==> src/rtl/ysyx_23060075_core_ctrl_if.sv <==
// Control/handshake bundle between the core sequencer (master) and the
// IFU/LSU/datapath side (slave).
interface ysyx_23060075_core_ctrl_if #(
  parameter int RET_WIDTH = 64
);
  logic                 ifu_req_valid;
  logic                 ifu_resp_valid;
  logic                 inst_latch_en;
  logic [6:0]           opcode;
  logic [2:0]           funct3;
  logic [11:0]          funct12;
  logic                 br_taken;
  logic                 lsu_req_valid;
  logic                 lsu_req_ready;
  logic                 lsu_resp_valid;
  logic                 gpr_w_en;
  logic                 csr_w_en;
  logic                 is_csri;
  logic                 pc_w_en;
  logic [1:0]           pc_sel;
  logic                 halt;
  logic                 halt_err;
  logic [RET_WIDTH-1:0] minstret;

  modport master (
    output ifu_req_valid, inst_latch_en, lsu_req_valid,
    output gpr_w_en, csr_w_en, is_csri, pc_w_en, pc_sel,
    output halt, halt_err, minstret,
    input  ifu_resp_valid, opcode, funct3, funct12, br_taken,
    input  lsu_req_ready, lsu_resp_valid
  );

  modport slave (
    input  ifu_req_valid, inst_latch_en, lsu_req_valid,
    input  gpr_w_en, csr_w_en, is_csri, pc_w_en, pc_sel,
    input  halt, halt_err, minstret,
    output ifu_resp_valid, opcode, funct3, funct12, br_taken,
    output lsu_req_ready, lsu_resp_valid
  );
endinterface

==> src/rtl/ysyx_23060075_core_ctrl.sv <==
// Multi-cycle RV32 sequencer: IDLE -> FETCH -> DECODE -> EXEC -> [MEM_REQ -> MEM_WAIT] -> WB,
// with an absorbing HALT on ebreak, illegal opcode or bus-wait timeout.
module ysyx_23060075_core_ctrl #(
  parameter int TIMEOUT   = 255,
  parameter int TO_WIDTH  = 8,
  parameter int RET_WIDTH = 64
) (
  input logic                        clk,
  input logic                        rst,
  ysyx_23060075_core_ctrl_if.master  bus
);

  localparam logic [6:0] OP_LUI    = 7'b0110111;
  localparam logic [6:0] OP_AUIPC  = 7'b0010111;
  localparam logic [6:0] OP_JAL    = 7'b1101111;
  localparam logic [6:0] OP_JALR   = 7'b1100111;
  localparam logic [6:0] OP_BRANCH = 7'b1100011;
  localparam logic [6:0] OP_LOAD   = 7'b0000011;
  localparam logic [6:0] OP_STORE  = 7'b0100011;
  localparam logic [6:0] OP_IMM    = 7'b0010011;
  localparam logic [6:0] OP_OP     = 7'b0110011;
  localparam logic [6:0] OP_SYSTEM = 7'b1110011;

  localparam logic [TO_WIDTH-1:0] TO_LIMIT = TO_WIDTH'(TIMEOUT);

  typedef enum logic [2:0] {
    IDLE, FETCH, DECODE, EXEC, MEM_REQ, MEM_WAIT, WB, HALT
  } state_t;

  state_t               state_q, state_d;
  logic [TO_WIDTH-1:0]  to_q, to_d;
  logic [RET_WIDTH-1:0] ret_q, ret_d;
  logic                 halt_err_q, halt_err_d;
  logic                 br_q, br_d;

  logic is_legal, is_ebreak, is_mem, is_sys, sys_f3_zero;
  logic timed_out;

  assign is_sys      = (bus.opcode == OP_SYSTEM);
  assign sys_f3_zero = is_sys && (bus.funct3 == 3'd0);
  assign is_ebreak   = sys_f3_zero && (bus.funct12 == 12'h001);
  assign is_mem      = (bus.opcode == OP_LOAD) || (bus.opcode == OP_STORE);
  assign timed_out   = (to_q == TO_LIMIT);

  always_comb begin
    is_legal = 1'b0;
    case (bus.opcode)
      OP_LUI, OP_AUIPC, OP_JAL, OP_JALR, OP_BRANCH,
      OP_LOAD, OP_STORE, OP_IMM, OP_OP, OP_SYSTEM: is_legal = 1'b1;
      default:                                     is_legal = 1'b0;
    endcase
  end

  always_ff @(posedge clk or negedge rst) begin
    if (!rst) begin
      state_q    <= IDLE;
      to_q       <= '0;
      ret_q      <= '0;
      halt_err_q <= 1'b0;
      br_q       <= 1'b0;
    end else begin
      state_q    <= state_d;
      to_q       <= to_d;
      ret_q      <= ret_d;
      halt_err_q <= halt_err_d;
      br_q       <= br_d;
    end
  end

  always_comb begin
    state_d           = state_q;
    to_d              = to_q;
    ret_d             = ret_q;
    halt_err_d        = halt_err_q;
    br_d              = br_q;
    bus.ifu_req_valid = 1'b0;
    bus.inst_latch_en = 1'b0;
    bus.lsu_req_valid = 1'b0;
    bus.gpr_w_en      = 1'b0;
    bus.csr_w_en      = 1'b0;
    bus.is_csri       = 1'b0;
    bus.pc_w_en       = 1'b0;
    bus.pc_sel        = 2'd0;

    case (state_q)
      IDLE: state_d = FETCH;

      FETCH: begin
        bus.ifu_req_valid = 1'b1;
        if (bus.ifu_resp_valid) begin
          bus.inst_latch_en = 1'b1;
          state_d           = DECODE;
        end else if (timed_out) begin
          state_d    = HALT;
          halt_err_d = 1'b1;
        end
      end

      DECODE: begin
        if (!is_legal) begin
          state_d    = HALT;
          halt_err_d = 1'b1;
        end else if (is_ebreak) begin
          state_d = HALT;
        end else begin
          state_d = EXEC;
        end
      end

      EXEC: begin
        br_d    = bus.br_taken;
        state_d = is_mem ? MEM_REQ : WB;
      end

      MEM_REQ: begin
        bus.lsu_req_valid = 1'b1;
        if (bus.lsu_req_ready) begin
          state_d = bus.lsu_resp_valid ? WB : MEM_WAIT;
        end else if (timed_out) begin
          state_d    = HALT;
          halt_err_d = 1'b1;
        end
      end

      MEM_WAIT: begin
        if (bus.lsu_resp_valid) begin
          state_d = WB;
        end else if (timed_out) begin
          state_d    = HALT;
          halt_err_d = 1'b1;
        end
      end

      WB: begin
        bus.pc_w_en = 1'b1;
        ret_d       = ret_q + RET_WIDTH'(1);
        state_d     = FETCH;
        case (bus.opcode)
          OP_LUI, OP_AUIPC, OP_LOAD, OP_IMM, OP_OP: bus.gpr_w_en = 1'b1;
          OP_JAL, OP_JALR: begin
            bus.gpr_w_en = 1'b1;
            bus.pc_sel   = 2'd1;
          end
          OP_BRANCH: bus.pc_sel = br_q ? 2'd1 : 2'd0;
          OP_SYSTEM: begin
            bus.gpr_w_en = (bus.funct3 != 3'd0);
            bus.csr_w_en = (bus.funct3 != 3'd0) && (bus.funct3 != 3'd4);
            bus.is_csri  = bus.csr_w_en && bus.funct3[2];
            // Any other funct3=0 encoding (wfi, fences on SYSTEM, ...) retires as a nop.
            if (sys_f3_zero && bus.funct12 == 12'h000) bus.pc_sel = 2'd2;
            else if (sys_f3_zero && bus.funct12 == 12'h302) bus.pc_sel = 2'd3;
          end
          default: ;
        endcase
      end

      HALT: ;

      default: state_d = IDLE;
    endcase

    // The wait budget is shared by MEM_REQ and MEM_WAIT; it only restarts on entry to a request state.
    if ((state_d == FETCH && state_q != FETCH) || (state_d == MEM_REQ && state_q != MEM_REQ)) begin
      to_d = '0;
    end else if (state_q == FETCH || state_q == MEM_REQ || state_q == MEM_WAIT) begin
      to_d = to_q + TO_WIDTH'(1);
    end
  end

  assign bus.halt     = (state_q == HALT);
  assign bus.halt_err = halt_err_q;
  assign bus.minstret = ret_q;

endmodule

==> src/flat_wrapper.sv <==
// flat-port wrapper written by rule: the top's interface ports become plain ports
module ysyx_23060075_core_ctrl_flat 
#(
  parameter int TIMEOUT   = 255,
  parameter int TO_WIDTH  = 8,
  parameter int RET_WIDTH = 64
)
  (clk, rst, bus_ifu_req_valid, bus_inst_latch_en, bus_lsu_req_valid, bus_gpr_w_en, bus_csr_w_en, bus_is_csri, bus_pc_w_en, bus_pc_sel, bus_halt, bus_halt_err, bus_minstret, bus_ifu_resp_valid, bus_opcode, bus_funct3, bus_funct12, bus_br_taken, bus_lsu_req_ready, bus_lsu_resp_valid);
  ysyx_23060075_core_ctrl_if #(.RET_WIDTH(RET_WIDTH)) bus_i ();
  input logic clk;
  input logic rst;
  output wire logic [$bits(bus_i.ifu_req_valid)-1:0] bus_ifu_req_valid;
  output wire logic [$bits(bus_i.inst_latch_en)-1:0] bus_inst_latch_en;
  output wire logic [$bits(bus_i.lsu_req_valid)-1:0] bus_lsu_req_valid;
  output wire logic [$bits(bus_i.gpr_w_en)-1:0] bus_gpr_w_en;
  output wire logic [$bits(bus_i.csr_w_en)-1:0] bus_csr_w_en;
  output wire logic [$bits(bus_i.is_csri)-1:0] bus_is_csri;
  output wire logic [$bits(bus_i.pc_w_en)-1:0] bus_pc_w_en;
  output wire logic [$bits(bus_i.pc_sel)-1:0] bus_pc_sel;
  output wire logic [$bits(bus_i.halt)-1:0] bus_halt;
  output wire logic [$bits(bus_i.halt_err)-1:0] bus_halt_err;
  output wire logic [$bits(bus_i.minstret)-1:0] bus_minstret;
  input wire logic [$bits(bus_i.ifu_resp_valid)-1:0] bus_ifu_resp_valid;
  input wire logic [$bits(bus_i.opcode)-1:0] bus_opcode;
  input wire logic [$bits(bus_i.funct3)-1:0] bus_funct3;
  input wire logic [$bits(bus_i.funct12)-1:0] bus_funct12;
  input wire logic [$bits(bus_i.br_taken)-1:0] bus_br_taken;
  input wire logic [$bits(bus_i.lsu_req_ready)-1:0] bus_lsu_req_ready;
  input wire logic [$bits(bus_i.lsu_resp_valid)-1:0] bus_lsu_resp_valid;
  assign bus_ifu_req_valid = bus_i.ifu_req_valid;
  assign bus_inst_latch_en = bus_i.inst_latch_en;
  assign bus_lsu_req_valid = bus_i.lsu_req_valid;
  assign bus_gpr_w_en = bus_i.gpr_w_en;
  assign bus_csr_w_en = bus_i.csr_w_en;
  assign bus_is_csri = bus_i.is_csri;
  assign bus_pc_w_en = bus_i.pc_w_en;
  assign bus_pc_sel = bus_i.pc_sel;
  assign bus_halt = bus_i.halt;
  assign bus_halt_err = bus_i.halt_err;
  assign bus_minstret = bus_i.minstret;
  assign bus_i.ifu_resp_valid = bus_ifu_resp_valid;
  assign bus_i.opcode = bus_opcode;
  assign bus_i.funct3 = bus_funct3;
  assign bus_i.funct12 = bus_funct12;
  assign bus_i.br_taken = bus_br_taken;
  assign bus_i.lsu_req_ready = bus_lsu_req_ready;
  assign bus_i.lsu_resp_valid = bus_lsu_resp_valid;
  ysyx_23060075_core_ctrl #(.TIMEOUT(TIMEOUT), .TO_WIDTH(TO_WIDTH), .RET_WIDTH(RET_WIDTH)) u_core (.clk(clk), .rst(rst), .bus(bus_i));
endmodule
==> config.mk <==
export PLATFORM = sky130hd
export DESIGN_NAME = ysyx_23060075_core_ctrl_flat
export DESIGN_NICKNAME = d
export VERILOG_FILES = /design/src/rtl/ysyx_23060075_core_ctrl_if.sv /design/src/rtl/ysyx_23060075_core_ctrl.sv /design/src/flat_wrapper.sv
export SDC_FILE = /design/constraint.sdc
export NUM_CORES = 1
export LEC_CHECK = 0
export BUFFER_PORTS_ARGS = -buffer_cell sky130_fd_sc_hd__clkbuf_2
export CAP_MARGIN = 20
export CORE_UTILIZATION = 53
export CTS_CLUSTER_SIZE = 28
export DETAILED_ROUTE_END_ITERATION = 8
export PLACE_DENSITY = 0.8
export SYNTH_ARGS = -nofsm -noshare
export SYNTH_HDL_FRONTEND = slang
export SYNTH_SLANG_ARGS = --single-unit
export TNS_END_PERCENT = 1
==> constraint.sdc <==
create_clock -name clk -period 3.1 [get_ports clk]
set_clock_uncertainty 0.1 [all_clocks]
set_input_delay 0.155 -clock clk [delete_from_list [all_inputs] [get_ports clk]]
set_output_delay 0.155 -clock clk [all_outputs]
set_load 0.005 [all_outputs]
==> qor.csv, run 1 <==
metric;value;unit
worstSetupPathType;reg2reg;
htreeDepth;3;
total_power;0.00259;W
yosysMostFrequentCell;dfrtp_1;
hold_viol;0;
wl;8730;um
hpwl;6320;um
grt_overflow;0;
start_util;0.551;
period_share;0.791;
ys_ff_latch;77;
worst_setup_path_end_kind;flop;
fp.dieW;88.8;um
grt_pass1_vias;3057;
antenna_left;0;
path_delay_family;simple AND/OR/NAND/NOR gates;
synth-main-ff-cell;dfrtp_1;
max_cap_viol_count;0;
dieArea;7890;um2
clockRootBuffer;clkbuf_8;
tightest_slew;948;ps
cts.repair.resized;0;
seq_area_frac_synth;0.482;
r2r_slack;650;ps
clk_pin_slew;80;ps
area_delta_synth_final;21.5;%
postSynthNetCount;423;
drive_gt1_frac;0.269;
final.min_clock_period;2450;ps
synthCells;393;
fin_nets;534;
io_pins;103;
numCtsBuffers;9;
core;7250;um2
grt_usage;0.232;
maxSlewHeadroom;0.368;
clk_latency;350;ps
cts_tree;done;
wl_per_cell;14.4;um
clk_path_buf_depth;2;
num_antenna_cells;0;
path_cells;nand4b_1 > nor4_2 > nand4_2 > nor4b_2 > xor2_1;
setup-tns-final;0;ps
drt-initial-drc-count;150;
finalMaxSlewViolations;0;
vias;3366;
drt_pre_antenna_iters;4;
power_density;534;nW/um2
die_h;88.8;um
hold_depth;3;
avgSynthCellArea;10.2;um2
synth-edff-count;0;
antenna_found_initial;0;
viasPerCell;5.54;
critical_path_peak_fanout;18;
grt_first_pass_wirelength;14000;um
synth_cell_types;53;
cts_num_sinks;77;
cp_slowest_cell;dfrtp_1;
synthesis.area;3990;um2
regArea;1930;um2
ys_async_sr_fraction;1.00;
cp_num_buf_inv;0;
io_buffers;102;
fillers;570;
gp_congestion;0.820;
crit_arrival;2630;ps
setup.worst_path.start_class;flop;
ff2ff_path_depth;5;
grt_setup_unrepaired;no;
outcome;finished clean;
setup-violations-final;0;
grt_max_degree;78;
power_leakage;2.36;nW
ys_top_cells_by_count;77 x dfrtp_1, 36 x xnor2_1, 34 x nand3_1, 34 x xor2_1, 30 x nand2_1;
drc;0;
yosys.area.top_type;dfrtp_1;
hold_class;in2reg;
critPathMaxStageDelay;640;ps
multi_input_area;1990;um2
required;3280;ps
whs;79.7;ps
ys.warnings.count;0;
cp.depth;5;
synth_top_cell_area_share;0.482;
max_freq;0.408;GHz
ir_drop;0.267;mV
synthTopCellsByArea;dfrtp_1 48%, xnor2_1 7.9%, xor2_1 7.5%, nand3_1 4.3%, nor3_1 3.5%;
std_cell_rows;31;
-- cell type report --
class | instances | area share
inverter | 16 | 0.0124
multi-input combinational | 295 | 0.409
clock inverter | 6 | 0.0178
sequential | 77 | 0.397
clock buffer | 10 | 0.0263
tap | 99 | 0.0255
timing repair buffer | 105 | 0.111
-- power by group --
group | total [W] | internal, W | switching, W
clock | 0.000826 | 0.000454 | 0.000372
sequential | 0.00121 | 0.00108 | 0.000136
combinational | 0.000551 | 0.000249 | 0.000302
total | 0.00259 | 0.00178 | 0.000810
-- worst min-delay path, stage by stage --
cell      delay [ps]
clkbuf_2         130
or3_1            130
o21ai_0           70
-- final timing paths --
check,endpoint,startpoint
setup / recovery,u_core.bus.minstret[63]$_DFFE_PN0P_,u_core.state_q[2]$_DFF_PN0_
hold / removal,u_core.state_q[0]$_DFF_PN0_,bus_lsu_resp_valid
setup reg to reg,u_core.bus.minstret[63]$_DFFE_PN0P_,u_core.state_q[2]$_DFF_PN0_
hold reg to reg,u_core.bus.minstret[63]$_DFFE_PN0P_,u_core.bus.minstret[63]$_DFFE_PN0P_
max in group asynchronous,u_core.bus.halt_err$_DFFE_PN0P_,rst
min in group asynchronous,u_core.bus.minstret[12]$_DFFE_PN0P_,rst
-- timing repair --
| action | CTS | global route |
|---|---|---|
| hold buffers | 2 | 0 |
| endpoints found under the hold margin | 78 | 0 |
| setup buffers | 0 | 0 |
-- sequential cells by signal, summed over array words and instances (netlist names) --
name / cells
u_core.br_q: 1
u_core.bus.halt_err: 1
u_core.bus.minstret: 64
u_core.state_q: 3
u_core.to_q: 8
-- metal layers --
metal  global-route usage  wire length (um)  vias to the layer above
met2                0.371              4200                       92
met4               0.0982               119                        0
li1                     -                 -                     1631
met5                    0                 0                        -
met3               0.0401               353                       13
met1                0.311              4060                     1630
-- cell usage in the layout, fill, tap and decap left out, types with 4 or more instances in the layout --
| cell type | netlist | layout |
|---|---|---|
| clkbuf_2 | 0 | 101 |
| dfrtp_1 | 77 | 77 |
| xnor2_1 | 36 | 36 |
| nand3_1 | 34 | 34 |
| xor2_1 | 34 | 34 |
| nand2_1 | 30 | 30 |
| nor3_1 | 28 | 28 |
| nor2_1 | 25 | 25 |
| nand4_1 | 19 | 19 |
| inv_1 | 16 | 16 |
| nor4_1 | 12 | 12 |
| clkbuf_8 | 0 | 9 |
| a21oi_1 | 5 | 5 |
| o21ai_0 | 5 | 5 |
| and3_1 | 5 | 5 |
| or3_1 | 4 | 4 |
| nor2b_1 | 4 | 4 |
-- cell families (layout without fill, tap and decap cells) --
kind of cell,count (synthesis),after routing,share of synthesized area
fa+ha+maj,2,2,0.00626
flops,77,77,0.482
compound gates,24,24,0.0423
simple gates,196,196,0.287
mux,3,3,0.00815
xor+xnor,70,70,0.154
buf+inv,21,137,0.0204
-- stage by stage --
stage / util / setup slack [ps] / cell area [um2] / std cells
finish: 0.669 / 649 / 4850 / 608
global route: 0.669 / 404 / 4850 / 608
CTS: 0.669 / 649 / 4850 / 608
detailed placement: 0.637 / 632 / 4620 / 590
global placement: 0.637 / 750 / 4620 / 590
floorplan: - / 993 / 3990 / 393
(Power assumes the default switching activity.)
==> run 2: changes to the inputs <==
--- a/config.mk
+++ b/config.mk
@@ -7,10 +7,10 @@
 export LEC_CHECK = 0
 export BUFFER_PORTS_ARGS = -buffer_cell sky130_fd_sc_hd__clkbuf_2
 export CAP_MARGIN = 20
-export CORE_UTILIZATION = 53
+export CORE_UTILIZATION = 48
 export CTS_CLUSTER_SIZE = 28
 export DETAILED_ROUTE_END_ITERATION = 8
-export PLACE_DENSITY = 0.8
+export PLACE_DENSITY = 0.76
 export SYNTH_ARGS = -nofsm -noshare
 export SYNTH_HDL_FRONTEND = slang
 export SYNTH_SLANG_ARGS = --single-unit
==> constraint.sdc (replaced) <==
create_clock -name clk -period 2.1 [get_ports clk]
set_clock_uncertainty 0.1 [all_clocks]
set_input_delay 0.105 -clock clk [delete_from_list [all_inputs] [get_ports clk]]
set_output_delay 0.105 -clock clk [all_outputs]
set_load 0.005 [all_outputs]
==> qor.csv, run 2 (synthesis gave the netlist of run 1 again) <==
metric;value;unit
htreeDepth;3;
clk_latency;350;ps
maxSlewHeadroom;0.598;
crit_arrival;2190;ps
place_area;5180;um2
r2r_end;u_core.to_q[6]$_DFFE_PN0P_;
drt-initial-drc-count;108;
die_h;93.2;um
drive_gt1_frac;0.393;
grt_pass1_vias;3775;
setup-violations-final;0;
max_cap_viol_count;0;
antenna_left;0;
grt_max_degree;48;
grt_overflow;0;
grt_usage;0.239;
worst_setup_path_end_kind;flop;
tightest_slew;602;ps
clockRootBuffer;clkbuf_8;
hold_path_end;u_core.state_q[0]$_DFF_PN0_;
hold_class;in2reg;
cts_num_sinks;77;
area_delta_synth_final;38.3;%
regArea;1930;um2
grt_setup_unrepaired;yes;
wl;10000;um
numCtsBuffers;9;
outcome;finished clean;
hpwl;7640;um
layout_commonest_cell;clkbuf_2;
hold_viol;0;
power_density;769;nW/um2
antenna_found_initial;0;
utilization;0.700;
required;2220;ps
wl_per_cell;14.6;um
hold_depth;3;
design_area;5520;um2
cts_tree;done;
whs;30.9;ps
drc;0;
multi_input_area;2080;um2
drt_pre_antenna_iters;4;
fin_nets;608;
vias;3745;
clk_path_buf_depth;2;
ir_drop;0.485;mV
fp.dieW;93.2;um
final.min_clock_period;2070;ps
dieArea;8690;um2
clk_pin_slew;70;ps
gp_congestion;0.847;
critical_path_peak_fanout;8;
finalMaxSlewViolations;0;
std_cell_rows;32;
io_pins;103;
grt_first_pass_wirelength;16500;um
ff2ff_path_depth;7;
num_antenna_cells;0;
period_share;0.986;
hp-start;bus_lsu_resp_valid;
max_freq;0.483;GHz
setup.worst_path.start_class;flop;
fillers;573;
power_leakage;2.75;nW
rr_startpoint;u_core.state_q[2]$_DFF_PN0_;
core;7890;um2
worstSetupPathType;reg2reg;
start_util;0.506;
total_power;0.00424;W
setup-tns-final;0;ps
largest_reg_flops;64;
r2r_slack;30;ps
io_buffers;102;
final_cell_mix;101 x clkbuf_2, 75 x dfrtp_1, 72 x buf_4;
viasPerCell;5.47;
==> run 2: cell count changes in the layout (fill, tap and decap cells not counted), sizes merged <==
cell,previous run,this run
buf,2,76
inv,17,19
bufinv,2,1
clkbuf,111,110
clkinv,2,1
clkinvlp,1,2
==> run 2: critical path: stages (launching register included) <==
cell and delay [ps]:
dfrtp_2 470, and4b_1 260, nor4_4 290, o311ai_2 140, buf_4 180, nor4_4 270
buf_6 170, nor3_1 60
==> run 2: worst max path at each step <==
stage / start / end / slack [ps] / cells after the start
after CTS: u_core.state_q[2]$_DFF_PN0_ / u_core.to_q[3]$_DFFE_PN0P_ / 4 / 8
after global routing: u_core.state_q[1]$_DFF_PN0_ / u_core.to_q[6]$_DFFE_PN0P_ / -70 / 7
after detailed placement: u_core.state_q[2]$_DFF_PN0_ / u_core.to_q[3]$_DFFE_PN0P_ / -120 / 8
after global placement: u_core.state_q[2]$_DFF_PN0_ / u_core.to_q[0]$_DFFE_PN0P_ / 30 / 6
final: u_core.state_q[2]$_DFF_PN0_ / u_core.to_q[6]$_DFFE_PN0P_ / 30 / 7
after floorplan: u_core.bus.minstret[0]$_DFFE_PN0P_ / u_core.bus.minstret[42]$_DFFE_PN0P_ / 70 / 6
==> run 2: cell type report <==
| type | instances | area share |
|---|---|---|
| Inverter | 16 | 0.0109 |
| Clock inverter | 7 | 0.0145 |
| Clock buffer | 9 | 0.0224 |
| Tap cell | 102 | 0.0231 |
| Sequential cell | 77 | 0.349 |
| Timing Repair Buffer | 179 | 0.203 |
| Multi-Input combinational cell | 295 | 0.377 |
==> run 2: per-stage QoR <==
| stage | worst slack, ps | cells |
|---|---|---|
| 2_1_floorplan | 68.2 | 393 |
| 3_3_place_gp | 32.0 | 666 |
| 3_5_place_dp | -120 | 666 |
| 4_1_cts | 4.32 | 684 |
| 5_1_grt | -73.3 | 685 |
| 6_report | 29.8 | 685 |
==> run 2: per-layer routing <==
layer | wire length, um | track usage
met1 | 4200 | 0.294
met2 | 5070 | 0.415
met3 | 529 | 0.0398
met4 | 209 | 0.103
met5 | 0 | 0
==> run 2: timing repair <==
action,4_1_cts,5_1_grt
setup buffers,0,1
setup endpoints to repair,19,27
endpoints found under the hold margin,46,0
resized for setup,5,19
pin swaps,0,3
gates cloned,0,0
hold buffers,2,0
==> run 2: power by group <==
part,total (W),internal (W),switching [W]
clock network,0.00116,0.000563,0.000592
logic,0.00139,0.000698,0.000688
registers,0.00170,0.00160,0.000106
total,0.00424,0.00286,0.00139
==> run 3: changes to the inputs <==
==> constraint.sdc (replaced) <==
create_clock -name clk -period 1.9 [get_ports clk]
set_clock_uncertainty 0.1 [all_clocks]
set_input_delay 0.095 -clock clk [delete_from_list [all_inputs] [get_ports clk]]
set_output_delay 0.095 -clock clk [all_outputs]
set_load 0.005 [all_outputs]
==> qor.csv, run 3 (synthesis gave the netlist of run 1 again) <==
metric;value;unit
crit_arrival;2440;ps
antenna_found_initial;0;
multi_input_area;2270;um2
switching_share;0.341;
area_delta_synth_final;55.3;%
outcome;complete, but fails checks;
p_sw;0.00179;W
final.min_clock_period;2270;ps
fp.dieW;93.2;um
grt_setup_unrepaired;yes;
grt_pass1_vias;4111;
grt_overflow;0;
num_antenna_cells;0;
worst_setup_path_end_kind;flop;
vias;4210;
place_area;5550;um2
violations;negative setup slack;
drive_gt1_frac;0.484;
clk_latency;360;ps
regArea;1930;um2
worstSetupPathType;reg2reg;
drt_pre_antenna_iters;5;
drc;0;
largest_reg_flops;64;
critPathMostFrequentCell;buf_4;
numCtsBuffers;9;
cts_tree;done;
fin_ws;-368;ps
finalMaxSlewViolations;0;
pwr-share-clk;0.250;
critPathMaxStageDelay;430;ps
cts_num_sinks;77;
max_cap_viol_count;0;
ir_drop;0.652;mV
hpwl;8070;um
htreeDepth;3;
hold_viol;0;
grt_usage;0.284;
layout_commonest_cell;buf_4;
hold_class;in2reg;
power_density;847;nW/um2
tightest_slew;557;ps
start_util;0.506;
period_share;1.19;
fin_nets;667;
clockRootBuffer;clkbuf_8;
grt_max_degree;42;
fillers;474;
cp_num_buf_inv;5;
p_int;0.00346;W
io_buffers;102;
p_comb_frac;0.394;
final_cell_mix;124 x buf_4, 99 x clkbuf_2, 76 x dfrtp_1;
clk_pin_slew;100;ps
critical_path_peak_fanout;8;
required;2080;ps
wl_per_cell;17.7;um
die_h;93.2;um
setup-tns-final;-10890;ps
wl;13200;um
antenna_left;0;
gp_congestion;0.850;
seqPwrFrac;0.356;
max_freq;0.441;GHz
std_cell_rows;32;
io_pins;103;
maxSlewHeadroom;0.629;
clk_path_buf_depth;2;
drt-initial-drc-count;295;
dieArea;8690;um2
setup.worst_path.start_class;flop;
grt_first_pass_wirelength;19000;um
path_cells;buf_6 > nand4b_1 > buf_4 > buf_4 > nor3_2 > nand4_2 > buf_6 > buf_4 > nor2_1 > xor2_1;
design_area;6200;um2
setup-violations-final;57;
viasPerCell;5.66;
core;7890;um2
power_leakage;3.20;nW
cp_slowest_cell;dfrtp_1;
path_delay_family;buffers and inverters;
run 3: area by class of cell:
cell class | count | share of cell area
multi-input combinational | 295 | 0.367
tap | 102 | 0.0206
clock inverter | 7 | 0.0133
inverter | 16 | 0.0101
clock buffer | 9 | 0.0200
sequential | 77 | 0.311
timing repair buffer | 238 | 0.258
run 3: worst reg2reg max path, cell delays in order, from the launching register on:
cell and delay [ps]:
dfrtp_1 430, buf_6 170, nand4b_1 180, buf_4 190, buf_4 130, nor3_2 230
nand4_2 120, buf_6 190, buf_4 160, nor2_1 140, xor2_1 160
run 3: metal layers:
| layer | wire length, um | vias up | track usage |
|---|---|---|---|
| li1 | - | 1905 | - |
| met1 | 5130 | 2031 | 0.335 |
| met2 | 6750 | 221 | 0.494 |
| met3 | 808 | 53 | 0.0659 |
| met4 | 471 | 0 | 0.121 |
| met5 | 0 | - | 0 |
run 3: power by group through the flow:
stage / registers (W) / logic (W) / clock network (W)
global placement: 0.00187 / 0.00161 / 0
CTS: 0.00185 / 0.00186 / 0.00132
floorplan: 0.00190 / 0.000705 / 0
finish: 0.00187 / 0.00207 / 0.00131
detailed placement: 0.00188 / 0.00166 / 0
global route: 0.00188 / 0.00220 / 0.00141
run 3: worst paths after layout:
path | startpoint | to | slack (ps) | cells after the start
worst max-delay path | u_core.state_q[2]$_DFF_PN0_ | u_core.bus.minstret[46]$_DFFE_PN0P_ | -370 | 10
worst min-delay path | bus_lsu_resp_valid | u_core.state_q[0]$_DFF_PN0_ | 40 | 3
worst max register to register | u_core.state_q[2]$_DFF_PN0_ | u_core.bus.minstret[46]$_DFFE_PN0P_ | -370 | 10
worst min register to register | u_core.bus.halt_err$_DFFE_PN0P_ | u_core.bus.halt_err$_DFFE_PN0P_ | 390 | 1
max in group asynchronous | rst | u_core.bus.minstret[8]$_DFFE_PN0P_ | 950 | 3
min in group asynchronous | rst | u_core.bus.minstret[22]$_DFFE_PN0P_ | 170 | 2
run 3: repair_timing:
action	4_1_cts	5_1_grt
pin swaps	19	21
hold buffers	2	0
endpoints found under the setup margin	57	62
cloned	0	1
endpoints found under the hold margin	40	0
buffers inserted	6	5
gates resized for setup	43	27
run 3: stage by stage:
stage / worst slack [ps] / power, W / hold WS, ps / utilization / instances
2_1_floorplan: -132 / 0.00260 / -301 / - / 393
3_5_place_dp: -265 / 0.00354 / 13.5 / 0.704 / 715
3_3_place_gp: -197 / 0.00349 / 7.12 / 0.704 / 715
6_report: -368 / 0.00525 / 40.3 / 0.786 / 744
5_1_grt: -449 / 0.00549 / 45.1 / 0.786 / 744
4_1_cts: -188 / 0.00503 / 9.85 / 0.763 / 738
